==> src/rtl/multicycle_control_fsm_pkg.sv <==
// Shared definitions for the multi-cycle CPU control path: opcodes, state
// encoding, datapath mux select encodings and the control vector bundle.
package cpu_ctrl_pkg;

  localparam int unsigned OPCODE_W = 6;

  localparam logic [5:0] OP_RTYPE = 6'h00;
  localparam logic [5:0] OP_J     = 6'h02;
  localparam logic [5:0] OP_BEQ   = 6'h04;
  localparam logic [5:0] OP_ADDI  = 6'h08;
  localparam logic [5:0] OP_LW    = 6'h23;
  localparam logic [5:0] OP_SW    = 6'h2B;

  typedef enum logic [3:0] {
    S_IDLE   = 4'd0,
    S_FETCH  = 4'd1,
    S_DECODE = 4'd2,
    S_MEMADR = 4'd3,
    S_MEMRD  = 4'd4,
    S_MEMWB  = 4'd5,
    S_MEMWR  = 4'd6,
    S_EXEC   = 4'd7,
    S_ALUWB  = 4'd8,
    S_ADDIEX = 4'd9,
    S_ADDIWB = 4'd10,
    S_BRANCH = 4'd11,
    S_JUMP   = 4'd12
  } state_t;

  typedef enum logic [1:0] {
    SRCB_B      = 2'b00,
    SRCB_FOUR   = 2'b01,
    SRCB_IMM    = 2'b10,
    SRCB_IMM_SH = 2'b11
  } alu_src_b_t;

  typedef enum logic [1:0] {
    ALUOP_ADD   = 2'b00,
    ALUOP_SUB   = 2'b01,
    ALUOP_FUNCT = 2'b10
  } alu_op_t;

  typedef enum logic [1:0] {
    PCSRC_ALU    = 2'b00,
    PCSRC_ALUOUT = 2'b01,
    PCSRC_JUMP   = 2'b10
  } pc_source_t;

  typedef struct packed {
    logic       pc_write;
    logic       pc_write_cond;
    logic       iord;
    logic       mem_read;
    logic       mem_write;
    logic       ir_write;
    logic       mem_to_reg;
    logic       reg_dst;
    logic       reg_write;
    logic       alu_src_a;
    alu_src_b_t alu_src_b;
    alu_op_t    alu_op;
    pc_source_t pc_source;
    logic       illegal;
  } ctrl_t;

  function automatic logic op_legal(input logic [5:0] op);
    return (op == OP_RTYPE) || (op == OP_J) || (op == OP_BEQ) ||
           (op == OP_ADDI) || (op == OP_LW) || (op == OP_SW);
  endfunction

endpackage

==> src/rtl/ctrl_output_decode.sv <==
// Combinational state -> control vector decoder. Only FETCH looks at
// mem_ready; DECODE looks at the opcode solely to flag illegal encodings.
module ctrl_output_decode
  import cpu_ctrl_pkg::*;
(
  input  state_t      state,
  input  logic [5:0]  opcode,
  input  logic        mem_ready,
  output ctrl_t       ctrl
);

  always_comb begin
    ctrl = '0;
    case (state)
      S_FETCH: begin
        ctrl.mem_read  = 1'b1;
        ctrl.alu_src_b = SRCB_FOUR;
        ctrl.ir_write  = mem_ready;
        ctrl.pc_write  = mem_ready;
      end
      S_DECODE: begin
        ctrl.alu_src_b = SRCB_IMM_SH;
        ctrl.illegal   = !op_legal(opcode);
      end
      S_MEMADR, S_ADDIEX: begin
        ctrl.alu_src_a = 1'b1;
        ctrl.alu_src_b = SRCB_IMM;
      end
      S_MEMRD: begin
        ctrl.mem_read = 1'b1;
        ctrl.iord     = 1'b1;
      end
      S_MEMWB: begin
        ctrl.reg_write  = 1'b1;
        ctrl.mem_to_reg = 1'b1;
      end
      S_MEMWR: begin
        ctrl.mem_write = 1'b1;
        ctrl.iord      = 1'b1;
      end
      S_EXEC: begin
        ctrl.alu_src_a = 1'b1;
        ctrl.alu_op    = ALUOP_FUNCT;
      end
      S_ALUWB: begin
        ctrl.reg_write = 1'b1;
        ctrl.reg_dst   = 1'b1;
      end
      S_ADDIWB: ctrl.reg_write = 1'b1;
      S_BRANCH: begin
        ctrl.alu_src_a     = 1'b1;
        ctrl.alu_op        = ALUOP_SUB;
        ctrl.pc_write_cond = 1'b1;
        ctrl.pc_source     = PCSRC_ALUOUT;
      end
      S_JUMP: begin
        ctrl.pc_write  = 1'b1;
        ctrl.pc_source = PCSRC_JUMP;
      end
      default: ctrl = '0;
    endcase
  end

endmodule

==> src/rtl/multicycle_control_fsm.sv <==
// Multi-cycle CPU main control: state register and next-state logic; the
// datapath control vector comes from ctrl_output_decode.
module multicycle_control_fsm
  import cpu_ctrl_pkg::*;
#(
  parameter int unsigned OPCODE_W = 6
) (
  input  logic                clk,
  input  logic                reset,
  input  logic [OPCODE_W-1:0] opcode,
  input  logic                zero,
  input  logic                mem_ready,
  output logic                pc_write,
  output logic                pc_write_cond,
  output logic                iord,
  output logic                mem_read,
  output logic                mem_write,
  output logic                ir_write,
  output logic                mem_to_reg,
  output logic                reg_dst,
  output logic                reg_write,
  output logic                alu_src_a,
  output logic [1:0]          alu_src_b,
  output logic [1:0]          alu_op,
  output logic [1:0]          pc_source,
  output logic                illegal,
  output logic [3:0]          state
);

  state_t st;
  ctrl_t  ctrl;
  logic   zero_unused;

  // zero is consumed by the datapath through pc_write_cond, not here.
  assign zero_unused = zero;

  always_ff @(posedge clk) begin
    if (reset) begin
      st <= S_IDLE;
    end else begin
      case (st)
        S_IDLE:   st <= S_FETCH;
        S_FETCH:  st <= mem_ready ? S_DECODE : S_FETCH;
        S_DECODE: begin
          case (opcode)
            OP_LW, OP_SW: st <= S_MEMADR;
            OP_RTYPE:     st <= S_EXEC;
            OP_BEQ:       st <= S_BRANCH;
            OP_ADDI:      st <= S_ADDIEX;
            OP_J:         st <= S_JUMP;
            default:      st <= S_FETCH;
          endcase
        end
        S_MEMADR: st <= (opcode == OP_SW) ? S_MEMWR : S_MEMRD;
        S_MEMRD:  st <= mem_ready ? S_MEMWB : S_MEMRD;
        S_MEMWB:  st <= S_FETCH;
        S_MEMWR:  st <= mem_ready ? S_FETCH : S_MEMWR;
        S_EXEC:   st <= S_ALUWB;
        S_ALUWB:  st <= S_FETCH;
        S_ADDIEX: st <= S_ADDIWB;
        S_ADDIWB: st <= S_FETCH;
        S_BRANCH: st <= S_FETCH;
        S_JUMP:   st <= S_FETCH;
        default:  st <= S_IDLE;
      endcase
    end
  end

  ctrl_output_decode u_decode (
    .state     (st),
    .opcode    (opcode),
    .mem_ready (mem_ready),
    .ctrl      (ctrl)
  );

  assign pc_write      = ctrl.pc_write;
  assign pc_write_cond = ctrl.pc_write_cond;
  assign iord          = ctrl.iord;
  assign mem_read      = ctrl.mem_read;
  assign mem_write     = ctrl.mem_write;
  assign ir_write      = ctrl.ir_write;
  assign mem_to_reg    = ctrl.mem_to_reg;
  assign reg_dst       = ctrl.reg_dst;
  assign reg_write     = ctrl.reg_write;
  assign alu_src_a     = ctrl.alu_src_a;
  assign alu_src_b     = ctrl.alu_src_b;
  assign alu_op        = ctrl.alu_op;
  assign pc_source     = ctrl.pc_source;
  assign illegal       = ctrl.illegal;
  assign state         = st;

endmodule
==> config.mk <==
export PLATFORM = sky130hd
export DESIGN_NAME = multicycle_control_fsm
export DESIGN_NICKNAME = d
export VERILOG_FILES = /design/src/rtl/multicycle_control_fsm_pkg.sv /design/src/rtl/ctrl_output_decode.sv /design/src/rtl/multicycle_control_fsm.sv
export SDC_FILE = /design/constraint.sdc
export NUM_CORES = 1
export LEC_CHECK = 0
export BUFFER_PORTS_ARGS = -buffer_cell sky130_fd_sc_hd__buf_2
export CORE_UTILIZATION = 30
export DETAILED_ROUTE_END_ITERATION = 10
export GPL_ROUTABILITY_DRIVEN = 0
export HOLD_SLACK_MARGIN = 0.1
export PLACE_DENSITY_LB_ADDON = 0.05
export REMOVE_ABC_BUFFERS = 1
export SETUP_SLACK_MARGIN = 0.15
export SLEW_MARGIN = 30
export SYNTH_ARGS = -nofsm -noshare
export SYNTH_HDL_FRONTEND = slang
export SYNTH_SLANG_ARGS = --single-unit
==> constraint.sdc <==
create_clock -name clk -period 2.05 [get_ports clk]
set_clock_uncertainty 0.2 [all_clocks]
set_input_delay 0.1025 -clock clk [delete_from_list [all_inputs] [get_ports clk]]
set_output_delay 0.1025 -clock clk [all_outputs]
set_load 0.005 [all_outputs]
==> impl_results.md, run 1 <==
- Chip height: 43.2 um
- Final worst-path cycle share: 84.9%
- Top_reg_cell synth: dfxtp_1
- CTS clk-pin slew, worst paths: 0.04 ns
- CP max FO: 9
- Worst path max stage delay: approximately 0.32 ns
- Layout area overhead: 48.4%
- Cell family with most CP delay: simple AND/OR/NAND/NOR gates
- Routed via count: 647
- CP max stage cell: dfxtp_1
- Commonest non-fill, non-tap cell in the layout: buf_2
- Crit path required time: 1.75 ns
- First-pass GRT wire length: 2.46 mm
- Hold path start: opcode[3]
- Total power: 0.284 mW
- GRT met1 Usage: 22.3%
- Antenna Cells: 0
- DRT iter0 DRCs: 6
- Maxcap violations: 0
- FF-to-FF Start: state[0]$_SDFF_PP0_
- Met3 Track Usage GR: 0%
- Worst R2R Setup Slack: a little under 0.4 ns
- GR Util met2: between 20% and 30%
- Most used routing layer: met2
- Critical path launch point type: flop
- Layout Utilization: 49.0%
- Vias per std cell: 5.18
- Largest net degree at the start of global routing: 19
- H-Tree Depth: 1
- FF+latch count, synth: 4
- Num rows: 14
- Finished Layout Cells: 125
- Congestion Overflow GR: 0
- Post-route DRC: 0
- Async set or reset register ratio after synthesis: 0%
- Most frequent cells in the layout: buf_2, nor2_1, a21oi_1, dlygate4sd3_1
- Buffers from clock root to sink, at most: 2
- Worst path cell trace: buf_4 -> nand2b_1 -> nor4b_2 -> or2_2 -> buf_2
- Initial Util: 33.0%
- Hold Path Class: in2reg
- Fmax: 0.574 GHz
- Max Slew Vio Count: 0
- Die X: roughly 43 um
- Leak: 0.361 nW
- Status: complete, no violations
- Die ar.: 0.00187 mm^2
- # fillers: 169
- Worst Max-Slew Pin Slew: 0.351 ns
- Final hold violation count: 0
- Post-layout net count: 121
- Syn Area/Cell: around 6.9 um^2
- Final setup viols: 0
- Cell Area, Synth: 509 um^2
- Fin crit period: 1.74 ns
- Cells after synthesis: 74
- Share of cells above drive strength 1: a little under two fifths
- Multi-input gate area: slightly below 400 um^2
- Antenna-violating nets left: 0
- Clk Latency, worst-skew pair: 0.23 ns
- Antenna violations before repair: 0
- Hold path endpoint: state[2]$_SDFF_PP0_
- Worst r2r dst: state[3]$_SDFF_PP0_
- Io pins: 31
- Routed WL: 1.41 mm
- CTS tree: done
- Worst vdd ir: approximately 0.15 mV
- Final HPWL DP: roughly 970 um
- Total track usage: 16.7%
- CTS sink count: 4
- CP Class: reg2out
- Worst Hold Depth: 4
- CTS Buf Count: 3
- Core footprint: 0.00154 mm^2
- Register area: between 80 and 90 um^2
- EDFF count, synth: 0
- Yosys warnings: 0
- Final TNS setup: 0 ns
- DR pass1 iterations: 4
- Max reg flops: 4
- Critical path arrival: 1.44 ns
- Reg2Reg Depth: 3
- Setup bufs post-CTS: 0
- Hold_ws: roughly 0.11 ns
- Pwr/cell area: 376 mW/mm^2
- Avg WL per Cell: 11.2 um
- RSZ-0062 raised after global routing: false
- Root Buffer: clkbuf_4
- I/O Buffers: 29
- Relative slew slack: 76.0%
- Bufs and invs on worst path: 2
- Placed Cells: 116
- Vias in the first global route: 569
- Cell variety after synth: 34
- Sequential element share of the synthesized area: 15.7%
- Crit end category: primary output
[what timing repair did]
action	CTS	global route
setup endpoints to repair	0	1
gates resized for setup	0	1
hold endpoints to repair	4	0
hold buffers	6	0
[Yosys cell counts (2+ instances only)]
| library cell | n | area share (%) |
|---|---|---|
| nor3_1 | 4 | 3.9 |
| nor2_1 | 9 | 6.6 |
| buf_4 | 2 | 2.9 |
| clkbuf_1 | 5 | 3.7 |
| nor2b_1 | 2 | 2.5 |
| nand2b_1 | 5 | 6.1 |
| o21ai_0 | 4 | 3.9 |
| dfxtp_1 | 4 | 16 |
| a21oi_1 | 8 | 7.9 |
| nand2_1 | 5 | 3.7 |
| or3_1 | 3 | 3.7 |
[routing by layer]
metal  vias to the layer above  part of all wire (%)  routed length (um)
met1                       287                    51                 711
met5                         -                     0                   0
met4                         0                     0                   0
met2                        21                    45                 636
li1                        339                     -                   -
met3                         0                   4.1                  57
[cell families after synthesis]
group                      share of synthesized area [%]
adders and majority gates                           1.97
DFF                                                 15.7
xor gates and xnor gates                            3.44
and+or+nand+nor                                     36.6
AOI/OAI and AO/OA                                   30.7
muxes                                               1.97
buffers and inverters                               9.58
[power breakdown]
part	internal [mW]	leakage, nW	switching (mW)
clock	0.0653	0.0138	0.0292
sequential	0.0819	0.0327	0.00197
combinational	0.0531	0.315	0.0528
total	0.200	0.361	0.0840
[area by class of cell]
cell class	count	share of cell area [%]
multi-input combinational	61	51.2
tap	16	2.65
sequential	4	10.6
inverter	1	0.497
clock buffer	3	2.98
timing repair buffer	40	32.1
[stage by stage]
step	setup WS, ns	cell area, um^2
2_1_floorplan	0.199	464
3_3_place_gp	0.388	667
3_5_place_dp	0.389	667
4_1_cts	0.231	749
5_1_grt	0.188	756
6_report	0.309	756
[worst max path at each step]
stage | depth (start not counted) | slack (ns) | end | startpoint
finish | 5 | 0.31 | pc_write | state[1]$_SDFF_PP0_
global route | 5 | 0.19 | pc_write | state[0]$_SDFF_PP0_
CTS | 5 | 0.23 | pc_write | state[1]$_SDFF_PP0_
detailed placement | 3 | 0.39 | state[3]$_SDFF_PP0_ | state[0]$_SDFF_PP0_
global placement | 3 | 0.39 | state[3]$_SDFF_PP0_ | state[0]$_SDFF_PP0_
floorplan | 3 | 0.20 | state[3]$_SDFF_PP0_ | state[1]$_SDFF_PP0_
[worst reg2reg max path, delay by kind of cell, from the launching register on]
family	cells	cell delay, ns
and+or+nand+nor	2	0.98
DFF	1	0.30
AOI/OAI and AO/OA	1	0.12
No activity file was read; power rests on OpenSTA's default activity.
==> run 2, diff against run 1 <==
==> constraint.sdc (replaced) <==
create_clock -name clk -period 1.6 [get_ports clk]
set_clock_uncertainty 0.2 [all_clocks]
set_input_delay 0.08 -clock clk [delete_from_list [all_inputs] [get_ports clk]]
set_output_delay 0.08 -clock clk [all_outputs]
set_load 0.005 [all_outputs]
==> run 2 against run 1 <==
The run now ends with negative setup slack left; clock power grew 29%; via count grew 23%; sequential cell count is the same; critical path depth grew 1; count of clock-buffer cells in the layout is the same; hold slack lost 0.011 ns; setup slack lost 0.48 ns; die area is the same; non-clock buffer count grew 24; register-to-register slack lost 0.57 ns; largest cell class unchanged; highest routed layer is now met4.
==> impl_results.md, run 2 (synthesis results as in run 1) <==
- Hold Path Class: in2reg
- Antenna violations before repair: 0
- Max Slew Vio Count: 0
- Worst vdd ir: 0.226 mV
- CTS clk-pin slew, worst paths: 0.04 ns
- Maxcap violations: 0
- Pwr/cell area: 413 mW/mm^2
- Initial Util: 33.0%
- Die X: 43.2 um
- CTS Buf Count: 3
- Total track usage: 20.2%
- Largest net degree at the start of global routing: 15
- Antenna Cells: 0
- Die ar.: 0.00187 mm^2
- I/O Buffers: 29
- CTS sink count: 4
- Core footprint: 0.00154 mm^2
- Final hold violation count: 0
- Critical path capture point: state[2]$_SDFF_PP0_
- Worst Max-Slew Pin Slew: 0.418 ns
- Final setup viols: 8
- Post-layout net count: about 150
- Critical path launch point type: flop
- CP max FO: 3
- Max reg flops: 4
- # fillers: 119
- Chip height: 43.2 um
- FF-to-FF Start: state[3]$_SDFF_PP0_
- Fin area: 0.00113 mm^2
- Critical Path Source: state[3]$_SDFF_PP0_
- Placed Cells: between 100 and 150
- Avg WL per Cell: 14.1 um
- Antenna-violating nets left: 0
- Buffers from clock root to sink, at most: 2
- Routed WL: 2.10 mm
- Layout Utilization: 73.2%
- Relative slew slack: 71.4%
- Worst r2r dst: state[2]$_SDFF_PP0_
- Reg2Reg Depth: 6
- Finished Layout Cells: 149
- Crit end category: flop
- DR pass1 iterations: 6
- CP Class: reg2reg
- Vias per std cell: 5.34
- CTS tree: done
- Status: finished with violations
- Vias in the first global route: 679
- Share of cells above drive strength 1: between 60% and 70%
- Critical path arrival: 1.71 ns
- Most frequent cells in the layout: buf_2, buf_4, buf_6, dlygate4sd3_1, a21oi_1
- Num rows: 14
- Worst R2R Setup Slack: -0.18 ns
- RSZ-0062 raised after global routing: true
- Final WS setup: -0.176 ns
- Crit path required time: between 1.5 and 2 ns
- DRT iter0 DRCs: 17
- Hold_ws: 0.0977 ns
- Leak: 0.552 nW
- First-pass GRT wire length: approximately 2.9 mm
- Layout area overhead: 122%
- Commonest non-fill, non-tap cell in the layout: buf_2
- Clk Latency, worst-skew pair: 0.23 ns
- Failing checks: negative setup slack
- Final TNS setup: -0.593 ns
- Routed via count: 796
- Final worst-path cycle share: 111%
- Post-route DRC: 0
- Placed inst area: 697 um^2
- Final HPWL DP: 1.10 mm
- Io pins: 31
- Congestion Overflow GR: 0
- Fmax: 0.563 GHz
- H-Tree Depth: 1
- Root Buffer: clkbuf_4
- Fin crit period: 1.78 ns
[run 2: stage by stage]
stage	total power, mW	setup slack, ns
5_1_grt	0.506	-0.189
4_1_cts	0.423	-0.0981
6_report	0.466	-0.176
3_5_place_dp	0.239	-0.0350
3_3_place_gp	0.238	-0.000862
2_1_floorplan	0.176	-0.251
[run 2: cell type report]
cell class / count / area (um^2) / share of cell area [%]
Sequential cell: 4 / 86.3 / 7.65
Tap cell: 16 / 20.0 / 1.77
Inverter: 1 / 3.75 / 0.333
Multi-Input combinational cell: 61 / 526 / 46.6
Timing Repair Buffer: 64 / 470 / 41.7
Clock buffer: 3 / 22.5 / 2.00
[run 2: power breakdown]
| group | switching [mW] | internal [mW] |
|---|---|---|
| clock network | 0.0379 | 0.0837 |
| logic | 0.105 | 0.131 |
| registers | 0.00414 | 0.104 |
| total | 0.147 | 0.319 |
[run 2: worst max-delay path, stage by stage, from the launching register on]
cell and delay (ns):
dfxtp_4 0.34, or4b_4 0.55, buf_6 0.14, buf_4 0.14, nor2_4 0.08, a2bb2oi_2 0.05, nor2_1 0.17
[run 2: metal layers]
metal | up-vias | global-route usage, % | wire, um
met5 | - | 0 | 0
met4 | 0 | 8.48 | 34
met3 | 6 | 1.70 | 122
met2 | 42 | 34.0 | 1040
met1 | 357 | 26.0 | 903
li1 | 391 | - | -
[run 2: worst min path at each step]
stage	startpoint	endpoint	cells after the start
CTS	mem_ready	state[0]$_SDFF_PP0_	3
finish	opcode[3]	state[1]$_SDFF_PP0_	5
global route	opcode[3]	state[1]$_SDFF_PP0_	5
floorplan	reset	state[3]$_SDFF_PP0_	1
detailed placement	reset	state[3]$_SDFF_PP0_	2
global placement	reset	state[3]$_SDFF_PP0_	2
[run 2: what timing repair did]
item                       in CTS  in global routing
gates cloned                    1                  1
buffers inserted               11                  7
pin swaps                      11                  9
hold endpoints to repair        4                  0
hold buffers                    6                  0
resized for setup              20                 32
setup endpoints to repair      20                 21
